$ cat config.mk
export PLATFORM = sky130hd
export DESIGN_NAME = alu_uart_interface
export DESIGN_NICKNAME = d
export VERILOG_FILES = /design/src/rtl/alu_uart_interface.sv
export SDC_FILE = /design/constraint.sdc
export NUM_CORES = 1
export LEC_CHECK = 0
export ABC_CLOCK_PERIOD_IN_PS = 1200
export CORE_MARGIN = 10
export CORE_UTILIZATION = 27
export CTS_BUF_LIST = sky130_fd_sc_hd__clkbuf_8 sky130_fd_sc_hd__clkbuf_16
export DETAILED_ROUTE_END_ITERATION = 8
export RECOVER_POWER = 50
export SLEW_MARGIN = 40
export SYNTH_ARGS = -nofsm -noshare
export SYNTH_HDL_FRONTEND = slang
export SYNTH_SLANG_ARGS = --single-unit
$ cat constraint.sdc
create_clock -name clk -period 1.2 [get_ports clk]
set_input_delay 0.24 -clock clk [delete_from_list [all_inputs] [get_ports clk]]
set_output_delay 0.24 -clock clk [all_outputs]
set_load 0.005 [all_outputs]
$ cat src/rtl/alu_uart_interface.sv
// ---------------------------------------------------------------------------
// alu_uart_interface
//
// Byte-stream sequencer between the UART RX/TX blocks and the combinational
// ALU of the calculator. A frame is operand A, operand B (NB bytes each,
// LSB byte first) followed by one opcode byte. The operands and opcode are
// held on the ALU inputs, the ALU result and zero flag are captured one
// cycle later, and the result is sent back LSB byte first using the
// transmitter's start/done handshake.
//
// Ports:
//   clk        system clock, rising edge
//   reset      asynchronous, active-high reset
//   rx_done    one-cycle pulse, rx_data holds a new byte
//   rx_data    received byte
//   alu_result ALU output for the current A, B, select
//   alu_zero   ALU zero flag
//   tx_done    one-cycle pulse, transmitter finished the current byte
//   A, B       operands driven to the ALU
//   select     opcode driven to the ALU
//   tx_start   one-cycle request to transmit tx_data
//   tx_data    byte to transmit, held until tx_done
//   zero_q     zero flag captured with the last result
//   busy       high while computing or transmitting
//   overrun    sticky flag, a byte arrived while busy and was dropped
// ---------------------------------------------------------------------------
module alu_uart_interface #(
   parameter int bits = 8
) (
   input  logic            clk,
   input  logic            reset,
   input  logic            rx_done,
   input  logic [7:0]      rx_data,
   input  logic [bits-1:0] alu_result,
   input  logic            alu_zero,
   input  logic            tx_done,
   output logic [bits-1:0] A,
   output logic [bits-1:0] B,
   output logic [3:0]      select,
   output logic            tx_start,
   output logic [7:0]      tx_data,
   output logic            zero_q,
   output logic            busy,
   output logic            overrun
);

   localparam int NB    = (bits + 7) / 8;
   localparam int WW    = 8 * NB;
   localparam int CNT_W = (NB > 1) ? $clog2(NB) : 1;
   localparam logic [CNT_W-1:0] CNT_LAST = CNT_W'(NB - 1);

   typedef enum logic [2:0] {
      GET_A,
      GET_B,
      GET_OP,
      CALC,
      SEND,
      WAIT_TX
   } state_t;

   state_t            state_q, state_d;
   logic [CNT_W-1:0]  cnt_q, cnt_d;
   logic [bits-1:0]   a_q, a_d;
   logic [bits-1:0]   b_q, b_d;
   logic [3:0]        sel_q, sel_d;
   logic [bits-1:0]   res_q, res_d;
   logic              zero_d;
   logic              tx_start_q, tx_start_d;
   logic [7:0]        tx_data_q, tx_data_d;
   logic              overrun_q, overrun_d;
   logic              busy_c;

   // Overwrite byte idx of v with b. Works on a byte-padded copy so that
   // bits of the top byte beyond the operand width simply fall off.
   function automatic logic [bits-1:0] put_byte(input logic [bits-1:0]  v,
                                                input logic [CNT_W-1:0] idx,
                                                input logic [7:0]       b);
      logic [WW-1:0]    w;
      logic [CNT_W+2:0] sh;
      sh = {idx, 3'b000};
      w  = WW'(v);
      w  = (w & ~(WW'(8'hFF) << sh)) | (WW'(b) << sh);
      return w[bits-1:0];
   endfunction

   // Byte idx of r, zero-padded above the operand width.
   function automatic logic [7:0] get_byte(input logic [bits-1:0]  r,
                                           input logic [CNT_W-1:0] idx);
      logic [WW-1:0]    w;
      logic [CNT_W+2:0] sh;
      sh = {idx, 3'b000};
      w  = WW'(r) >> sh;
      return w[7:0];
   endfunction

   assign busy_c = (state_q == CALC) || (state_q == SEND) || (state_q == WAIT_TX);

   always_comb begin
      state_d    = state_q;
      cnt_d      = cnt_q;
      a_d        = a_q;
      b_d        = b_q;
      sel_d      = sel_q;
      res_d      = res_q;
      zero_d     = zero_q;
      tx_start_d = 1'b0;
      tx_data_d  = tx_data_q;
      overrun_d  = overrun_q;

      // Bytes arriving mid-computation are dropped, only flagged.
      if (rx_done && busy_c) begin
         overrun_d = 1'b1;
      end

      case (state_q)
         GET_A: begin
            if (rx_done) begin
               a_d = put_byte(a_q, cnt_q, rx_data);
               if (cnt_q == CNT_LAST) begin
                  cnt_d   = '0;
                  state_d = GET_B;
               end else begin
                  cnt_d = cnt_q + CNT_W'(1);
               end
            end
         end
         GET_B: begin
            if (rx_done) begin
               b_d = put_byte(b_q, cnt_q, rx_data);
               if (cnt_q == CNT_LAST) begin
                  cnt_d   = '0;
                  state_d = GET_OP;
               end else begin
                  cnt_d = cnt_q + CNT_W'(1);
               end
            end
         end
         GET_OP: begin
            if (rx_done) begin
               sel_d   = rx_data[3:0];
               state_d = CALC;
            end
         end
         CALC: begin
            // A, B and select have been stable for a full cycle here.
            res_d   = alu_result;
            zero_d  = alu_zero;
            cnt_d   = '0;
            state_d = SEND;
         end
         SEND: begin
            // tx_start/tx_data are registered, so the request appears in
            // the first WAIT_TX cycle.
            tx_start_d = 1'b1;
            tx_data_d  = get_byte(res_q, cnt_q);
            state_d    = WAIT_TX;
         end
         WAIT_TX: begin
            if (tx_done) begin
               if (cnt_q == CNT_LAST) begin
                  cnt_d   = '0;
                  state_d = GET_A;
               end else begin
                  cnt_d   = cnt_q + CNT_W'(1);
                  state_d = SEND;
               end
            end
         end
         default: begin
            state_d = GET_A;
            cnt_d   = '0;
         end
      endcase
   end

   always_ff @(posedge clk or posedge reset) begin
      if (reset) begin
         state_q    <= GET_A;
         cnt_q      <= '0;
         a_q        <= '0;
         b_q        <= '0;
         sel_q      <= '0;
         res_q      <= '0;
         zero_q     <= 1'b0;
         tx_start_q <= 1'b0;
         tx_data_q  <= '0;
         overrun_q  <= 1'b0;
      end else begin
         state_q    <= state_d;
         cnt_q      <= cnt_d;
         a_q        <= a_d;
         b_q        <= b_d;
         sel_q      <= sel_d;
         res_q      <= res_d;
         zero_q     <= zero_d;
         tx_start_q <= tx_start_d;
         tx_data_q  <= tx_data_d;
         overrun_q  <= overrun_d;
      end
   end

   assign A        = a_q;
   assign B        = b_q;
   assign select   = sel_q;
   assign tx_start = tx_start_q;
   assign tx_data  = tx_data_q;
   assign busy     = busy_c;
   assign overrun  = overrun_q;

endmodule

# Word level (Yosys, flattened, before mapping)
# Index checks and enable logic that the tools add are counted.
# word_totals
register_bits,43
in_bits,21
out_inout_bits,32
elab_cells,56
# classes
add_sub_neg,1
n_eq_ne,12
n_shift,3
muxes,13
n_bitwise,6
n_reduce_logical,11
# ops
op,n
$mux 3,7
$pmux 3 s6,1
$and 8x8->8,2
$or 8x8->8,2
$ne 2x2->1 const B,6
$not 8->8,1
$shl 8x4->8,1
$shl 8x4->8 const A,1
$shr 8x4->8,1
$eq 3x2->1 const B,2
$eq 3x3->1 const B,2
$reduce_and 2->1,3
$reduce_and 6->1,1
$mux 1,4
$reduce_or 2->1,2
$eq 3x1->1 const B,1
$logic_not 3->1,1
$pmux 1 s3,1
$reduce_and 3->1,1
$logic_or 1x1->1,2
$ne 2x1->1 const B,1
$add 1x1->1 const B,1
$logic_and 1x1->1,1
$not 1->1,1

# Depth between registers and ports, before layout
# Gate-level depths: netlist of the first run.
# depth
ltp_word,4
depth_mapped,5
ltp_nobuf,3

# Least setup slack after synthesis of the first run
# No wires, ideal clock.
# synth_path
path_kind,reg-to-reg
start,register state_q[0]
end,register a_q[0] (netlist: A[0])
setup_time_ps,125
t_arrival_ps,1202
required_time_ps,1075
slack_ps,-127
path_stages_with_launch,4
path_buffers,1
synth_period_minus_slack_ps,1327
cell_sequence,dfrtp_1 buf_4 nor3_4 mux2_2
# synth_between
elab_chain_cells,2
# synth_rtl
item,line_no,rtl
start: declaration,61,"state_t state_q, state_d;"
start signal: assignment,189,state_q <= state_d;
$logic_not 3->1,115,case (state_q)
$reduce_and 2->1 (no line),-,
end signal: assignment,180,a_q <= '0;
end signal: assignment,191,a_q <= a_d;
end: declaration,63,"logic [bits-1:0] a_q, a_d;"
# No other way between the ends.
# A chain may end at the register's enable or synchronous reset.

# Worst setup path after layout of the first run
# layout_path
start,register state_q[1]
end,register a_q[4] (netlist: A[4])
# Same word-level chain as after synthesis.

==> results of run 1 <==
-- where the power goes --
part           internal [W]  switching (W)
Sequential          0.00214       0.000406
Clock              0.000456       0.000454
Combinational       0.00258        0.00124
Total               0.00517        0.00210
-- path summary, 6_finish.rpt --
kind | from | end | slack [ps] | cells after the start
max in group asynchronous | reset | state_q[2]$_DFFE_PP0P_ | 190 | 3
worst min register to register | overrun$_DFFE_PP0P_ | overrun$_DFFE_PP0P_ | 470 | 1
worst max register to register | state_q[1]$_DFFE_PP0P_ | A[4]$_DFFE_PP0P_ | -250 | 5
worst max-delay path | state_q[1]$_DFFE_PP0P_ | A[4]$_DFFE_PP0P_ | -250 | 5
min in group asynchronous | reset | B[7]$_DFFE_PP0P_ | 510 | 3
worst min-delay path | overrun$_DFFE_PP0P_ | overrun$_DFFE_PP0P_ | 470 | 1
-- stage by stage --
stage | TNS (ps) | cell area, um^2
CTS | -6080 | 2660
finish | -5920 | 2780
detailed placement | -10790 | 2410
floorplan | -2350 | 1680
global placement | -9720 | 2410
global route | -8110 | 2780
-- critical path, stage by stage (launching register included) --
cell	delay [ps]
dfrtp_2	440
buf_6	120
nand2b_4	150
nor3_4	150
buf_12	150
mux2_2	320
-- synth_stat cells --
cell	instances
mux2_1	8
dfrtp_1	42
o21ai_0	2
nand2b_2	1
mux2_2	29
nand3b_1	2
nor2_8	1
a21oi_1	1
inv_1	2
nand2b_1	2
buf_4	2
nor2_4	1
and2_1	1
o32a_1	1
nor3_2	1
nor3_4	1
nand2b_4	1
a21boi_0	1
nand2_1	2
a21o_1	1
-- registers in the layout, summed over array words and instances (netlist names) --
name / cells
tx_data: 8
zero_q: 1
state_q: 3
A: 8
overrun: 1
select: 4
tx_start: 1
B: 8
res_q: 8
-- cells by family after synthesis --
group | Yosys count | synth area share
flops | 42 | 0.636
mux | 37 | 0.252
simple gates | 13 | 0.0735
compound gates | 6 | 0.0242
buf+inv | 4 | 0.0136
-- layout make-up --
type                            instances  area [um^2]  share of cell area
Clock buffer                            6         82.6              0.0297
Sequential cell                        42         1050               0.379
Inverter                                2         11.3             0.00405
Tap cell                               75         93.8              0.0337
Timing Repair Buffer                   93          875               0.314
Multi-Input combinational cell         57          658               0.237
Clock inverter                          2         8.76             0.00315
-- what timing repair did --
action,4_1_cts,5_1_grt
resized for setup,62,30
gates cloned,1,0
endpoints found under the setup margin,70,63
endpoints found under the hold margin,0,0
buffers inserted,17,13
pin swaps,6,3
-- metal layers --
layer | wire length [um] | vias up | track usage | share of wire
met3 | 388 | 4 | 0.0458 | 0.091
met5 | 0 | - | 0 | 0
li1 | - | 555 | - | -
met4 | 23 | 0 | 0.0232 | 0.0054
met1 | 1840 | 579 | 0.108 | 0.43
met2 | 2000 | 46 | 0.142 | 0.47
==> metrics.md, run 1 <==
| Metric | Value |
|---|---|
| Outcome | finished, violations left |
| Failing checks | negative setup slack |
| Most common cell after layout, fill and taps aside | dfrtp_1 |
| Placed Cells | 240 |
| Vias | 1184 |
| Seq cells post-synth | 42 |
| Cells after Synth | between 100 and 150 |
| Unrepaired setup endpoints after global routing | true |
| Proportion of layout cells with a drive suffix above 1 | 0.475 |
| CTS tree | yes |
| Vias in the first global route | around 1300 |
| Max_slew headroom | 0.528 |
| Fin. max-slew vios | 0 |
| Final #Nets | 222 |
| Final Skew | approximately 7.5 ps |
| Avg Cell Area, Syn | 16.2 um^2 |
| DRC viols | 0 |
| Crit path DAT | between 1500 and 2000 ps |
| Setup WS post-layout | -251 ps |
| Synth area leaders | dfrtp_1 64%, mux2_2 20%, mux2_1 5.5% |
| Routability cong. | 0.746 |
| Post-synthesis sequential area ratio | 0.636 |
| Fin crit period | 1450 ps |
| DR vias/cell | 4.27 |
| Worst IR Drop VDD | between 1 and 1.5 mV |
| Initial DRC Count | 32 |
| Die Ht | 98.2 um |
| Dpl ws | -465 ps |
| Root Buffer | clkbuf_8 |
| Leakage | 1.25 nW |
| Initial core utilization | 0.279 |
| P&R area growth vs syn | 68.5% |
| Maximum clock path buffer count | 2 |
| Row cnt | 28 |
| Fin util | 0.470 |
| Critical-path maximum fanout | 8 |
| Worst hold path type | reg -> reg |
| Die area | 9650 um^2 |
| WL per Instance | 15.4 um |
| Largest net degree at the start of global routing | 30 |
| Critical path class | reg -> reg |
| Synthesized cell area | approximately 1700 um^2 |
| H-tree Lvls | 2 |
| TritonCTS Sinks | between 40 and 50 |
| Most frequent cells in the layout | 40 x dfrtp_1, 31 x clkdlybuf4s15_1, 28 x buf_4 |
| Total number of yosys warnings | 0 |
| CTS hold repair buffers | 0 |
| Global route overflow | 0 |
| Worst-Margin Slew | 709 ps |
| # Max-Cap Violations | 0 |
| Endpoints failing setup | 40 |
| Core Region | 5920 um^2 |
| Wire length of the first global-routing pass | 7090 um |
| Count of input and output buffers | 52 |
| Period utilisation layout | 1.21 |
| Leading area contributor after synthesis | dfrtp_1 |
| CTS buffer count | 5 |
| Hold_ws | 472 ps |
| Synth cell types | 20 |
| WL final | approximately 4300 um |
| Dpl hpwl | 3110 um |
| Crit path required time | 1370 ps |
| DRT Pass-1 Iters | 3 |
| Antenna violations before repair | 0 |
| Peak Freq | slightly below 0.7 GHz |
| Post-synth top area share | 0.636 |
| Startpoint types | flip-flop |
| CP Capture Type | flip-flop |
| Routed Antenna Nets | 0 |
| Fillers | 531 |
| Power per Cell Area | 2610 nW/um^2 |
| Total Power | 0.00727 W |
| Final hold vios | 0 |
| Die X | 98.2 um |
| Syn Nets | around 120 |
| IO Pins | 53 |
| Final Instance Count excl. Fillers | 277 |
| Total Routing Usage GR | 0.0906 |
| ANT cells | 0 |
| Clock Latency Late Sink | 290 ps |
| Clk slew on worst S/H paths | approximately 80 ps |
Power figures use the tool's default switching activity.
==> run 2, diff against run 1 <==
--- a/config.mk
+++ b/config.mk
@@ -6,10 +6,12 @@
 export NUM_CORES = 1
 export LEC_CHECK = 0
 export ABC_CLOCK_PERIOD_IN_PS = 1200
+export CAP_MARGIN = 15
 export CORE_MARGIN = 10
 export CORE_UTILIZATION = 27
 export CTS_BUF_LIST = sky130_fd_sc_hd__clkbuf_8 sky130_fd_sc_hd__clkbuf_16
 export DETAILED_ROUTE_END_ITERATION = 8
+export GPL_ROUTABILITY_DRIVEN = 0
 export RECOVER_POWER = 50
 export SLEW_MARGIN = 40
 export SYNTH_ARGS = -nofsm -noshare
==> results of run 2 <==
No change in the layout: final DEF, timing and power equal those of run 1.
==> run 3, diff against run 2 <==
--- a/config.mk
+++ b/config.mk
@@ -12,8 +12,10 @@
 export CTS_BUF_LIST = sky130_fd_sc_hd__clkbuf_8 sky130_fd_sc_hd__clkbuf_16
 export DETAILED_ROUTE_END_ITERATION = 8
 export GPL_ROUTABILITY_DRIVEN = 0
+export PLACE_DENSITY_LB_ADDON = 0.2
 export RECOVER_POWER = 50
 export SLEW_MARGIN = 40
 export SYNTH_ARGS = -nofsm -noshare
 export SYNTH_HDL_FRONTEND = slang
 export SYNTH_SLANG_ARGS = --single-unit
+export TNS_END_PERCENT = 30
==> metrics.md, run 3 (synthesis results as in run 1) <==
| Metric | Value |
|---|---|
| CP Capture Point | A[0]$_DFFE_PP0P_ (was A[4]$_DFFE_PP0P_) |
| IO Pins | 53 (unchanged) |
| Peak Freq | 0.690 GHz (was 0.689 GHz) |
| CP cell instances | buf_6 > nand2b_4 > nor3_4 > buf_12 > mux2_2 (unchanged) |
| WL per Instance | 16.0 um (was 15.4 um) |
| Power per Cell Area | 2670 nW/um^2 (was 2610 nW/um^2) |
| Setup WS post-layout | -248 ps (was -251 ps) |
| Worst IR Drop VDD | 0.903 mV (was 1.11 mV) |
| Outcome | finished, violations left (unchanged) |
| Initial core utilization | 0.279 (unchanged) |
| WL final | 4120 um (was 4250 um) |
| Initial DRC Count | 11 (was 32) |
| Largest net degree at the start of global routing | 31 (was 30) |
| H-tree Lvls | 2 (unchanged) |
| Die Ht | 98.2 um (unchanged) |
| Row cnt | 28 (unchanged) |
| TritonCTS Sinks | 42 (unchanged) |
| Fin crit period | 1450 ps (about the same) |
| DRC viols | 0 (unchanged) |
| CP Capture Type | flip-flop (unchanged) |
| Clock Latency Late Sink | 280 ps (was 290 ps) |
| Final Instance Count excl. Fillers | 257 (was 277) |
| Endpoints failing setup | 40 (unchanged) |
| Dpl hpwl | 2890 um (was 3110 um) |
| Worst hold start | overrun$_DFFE_PP0P_ (unchanged) |
| Root Buffer | clkbuf_8 (unchanged) |
| Startpoint types | flip-flop (unchanged) |
| Dpl ws | -476 ps (was -465 ps) |
| FF-to-FF setup slack | -250 ps (about the same) |
| Failing checks | negative setup slack (unchanged) |
| Hold_ws | 465 ps (was 472 ps) |
| Maximum clock path buffer count | 2 (unchanged) |
| Crit path required time | 1370 ps (about the same) |
| Proportion of layout cells with a drive suffix above 1 | 0.423 (was 0.475) |
| Worst hold path type | reg -> reg (unchanged) |
| Final hold vios | 0 (unchanged) |
| RR Endpoint | A[0]$_DFFE_PP0P_ (was A[4]$_DFFE_PP0P_) |
| Die area | 9650 um^2 (unchanged) |
| Slowest-stage cell, CP | dfrtp_2 (unchanged) |
| # Max-Cap Violations | 0 (unchanged) |
| Leakage | 1.24 nW (was 1.25 nW) |
| Antenna violations before repair | 0 (unchanged) |
| Count of input and output buffers | 52 (unchanged) |
| Crit path DAT | 1620 ps (about the same) |
| Routed Antenna Nets | 0 (unchanged) |
| Fillers | 527 (was 531) |
| DRT Pass-1 Iters | 4 (was 3) |
| Vias | 1131 (was 1184) |
| Placed Cells | 238 (was 240) |
| Slowest stage delay, CP | 430 ps (was 440 ps) |
| Critical path class | reg -> reg (unchanged) |
| CTS tree | yes (unchanged) |
| Reg2Reg Launch Point | state_q[1]$_DFFE_PP0P_ (unchanged) |
| P&R area growth vs syn | 65.2% (was 68.5%) |
| CTS buffer count | 5 (unchanged) |
| Cell count of the worst reg-to-reg path | 5 (unchanged) |
| ANT cells | 0 (unchanged) |
| Critical-path maximum fanout | 8 (unchanged) |
| Fin. max-slew vios | 0 (unchanged) |
| Most common cell after layout, fill and taps aside | dfrtp_1 (unchanged) |
| Core Region | 5920 um^2 (unchanged) |
| DR vias/cell | 4.40 (was 4.27) |
| Final #Nets | 203 (was 222) |
| Worst-Margin Slew | 715 ps (was 709 ps) |
| Max_slew headroom | 0.523 (was 0.528) |
| Global route overflow | 0 (unchanged) |
| Clk slew on worst S/H paths | 70 ps (was 80 ps) |
| Vias in the first global route | 1311 (was 1316) |
| Critical path launch point | state_q[1]$_DFFE_PP0P_ (unchanged) |
| Unrepaired setup endpoints after global routing | true (unchanged) |
| Most frequent cells in the layout | 41 x dfrtp_1, 31 x mux2_4, 29 x clkdlybuf4s15_1 (was 40 x dfrtp_1, 31 x clkdlybuf4s15_1, 28 x buf_4) |
| Final Skew | 6.45 ps (was 7.52 ps) |
| Wire length of the first global-routing pass | 6910 um (was 7090 um) |
| Total Routing Usage GR | 0.0872 (was 0.0906) |
| Die X | 98.2 um (unchanged) |
| Period utilisation layout | 1.21 (about the same) |
run 3: cell count changes in the layout (fill, tap and decap cells not counted), moves of 2 or more:
cell and change:
buf_4 -19, mux2_2 -15, mux2_4 +15, clkdlybuf4s15_1 -2, nand2b_4 +2, o21ai_0 -2
o21ai_1 +2
run 3: layout make-up:
cell class | count | area [um^2] | share of cell area
repair buffers | 74 | 736 | 0.270
multi-input cells | 57 | 727 | 0.266
inverters | 2 | 7.51 | 0.00275
clock buffers | 6 | 82.6 | 0.0303
well taps | 75 | 93.8 | 0.0344
clock inverters | 1 | 30.0 | 0.0110
flip-flops and latches | 42 | 1050 | 0.386
run 3: power by group:
part	internal, W	switching (W)	total (W)
combinational	0.00243	0.00122	0.00364
sequential	0.00214	0.000414	0.00255
clock	0.000665	0.000438	0.00110
total	0.00523	0.00207	0.00730
run 3: layer usage:
| layer | vias up | share of wire | track usage |
|---|---|---|---|
| li1 | 517 | - | - |
| met1 | 562 | 0.42 | 0.0966 |
| met2 | 46 | 0.47 | 0.139 |
| met3 | 6 | 0.098 | 0.0514 |
| met4 | 0 | 0.011 | 0.0254 |
| met5 | - | 0 | 0 |
run 3: per-stage QoR:
stage          utilization  power, W  TNS (ps)  instance area (um^2)
5_1_grt              0.461   0.00781    -10130                  2730
2_1_floorplan            -   0.00384     -3800                  1670
6_report             0.461   0.00730     -7270                  2730
3_5_place_dp         0.401   0.00553    -12290                  2380
3_3_place_gp         0.401   0.00542    -10980                  2380
4_1_cts              0.448   0.00707     -6140                  2650
run 3: worst min-delay path by stage:
stage / to / slack, ps / cells after the start
after CTS: tx_data[1]$_DFFE_PP0N_ / 270 / 3
final: overrun$_DFFE_PP0P_ / 470 / 1
after detailed placement: overrun$_DFFE_PP0P_ / 460 / 1
after global routing: overrun$_DFFE_PP0P_ / 480 / 1
after floorplan: overrun$_DFFE_PP0P_ / 360 / 1
after global placement: overrun$_DFFE_PP0P_ / 440 / 1
run 3: what timing repair did:
action,4_1_cts,5_1_grt
gates cloned,1,0
endpoints found under the setup margin,70,62
resized for setup,69,42
pin swaps,4,4
hold buffers,0,0
setup buffers,9,2
run 3: critical path, delay by kind of cell (launching register included):
kind | cells | cell delay (ps)
buf+inv | 2 | 280
flops | 1 | 430
simple gates | 2 | 300
mux | 1 | 330
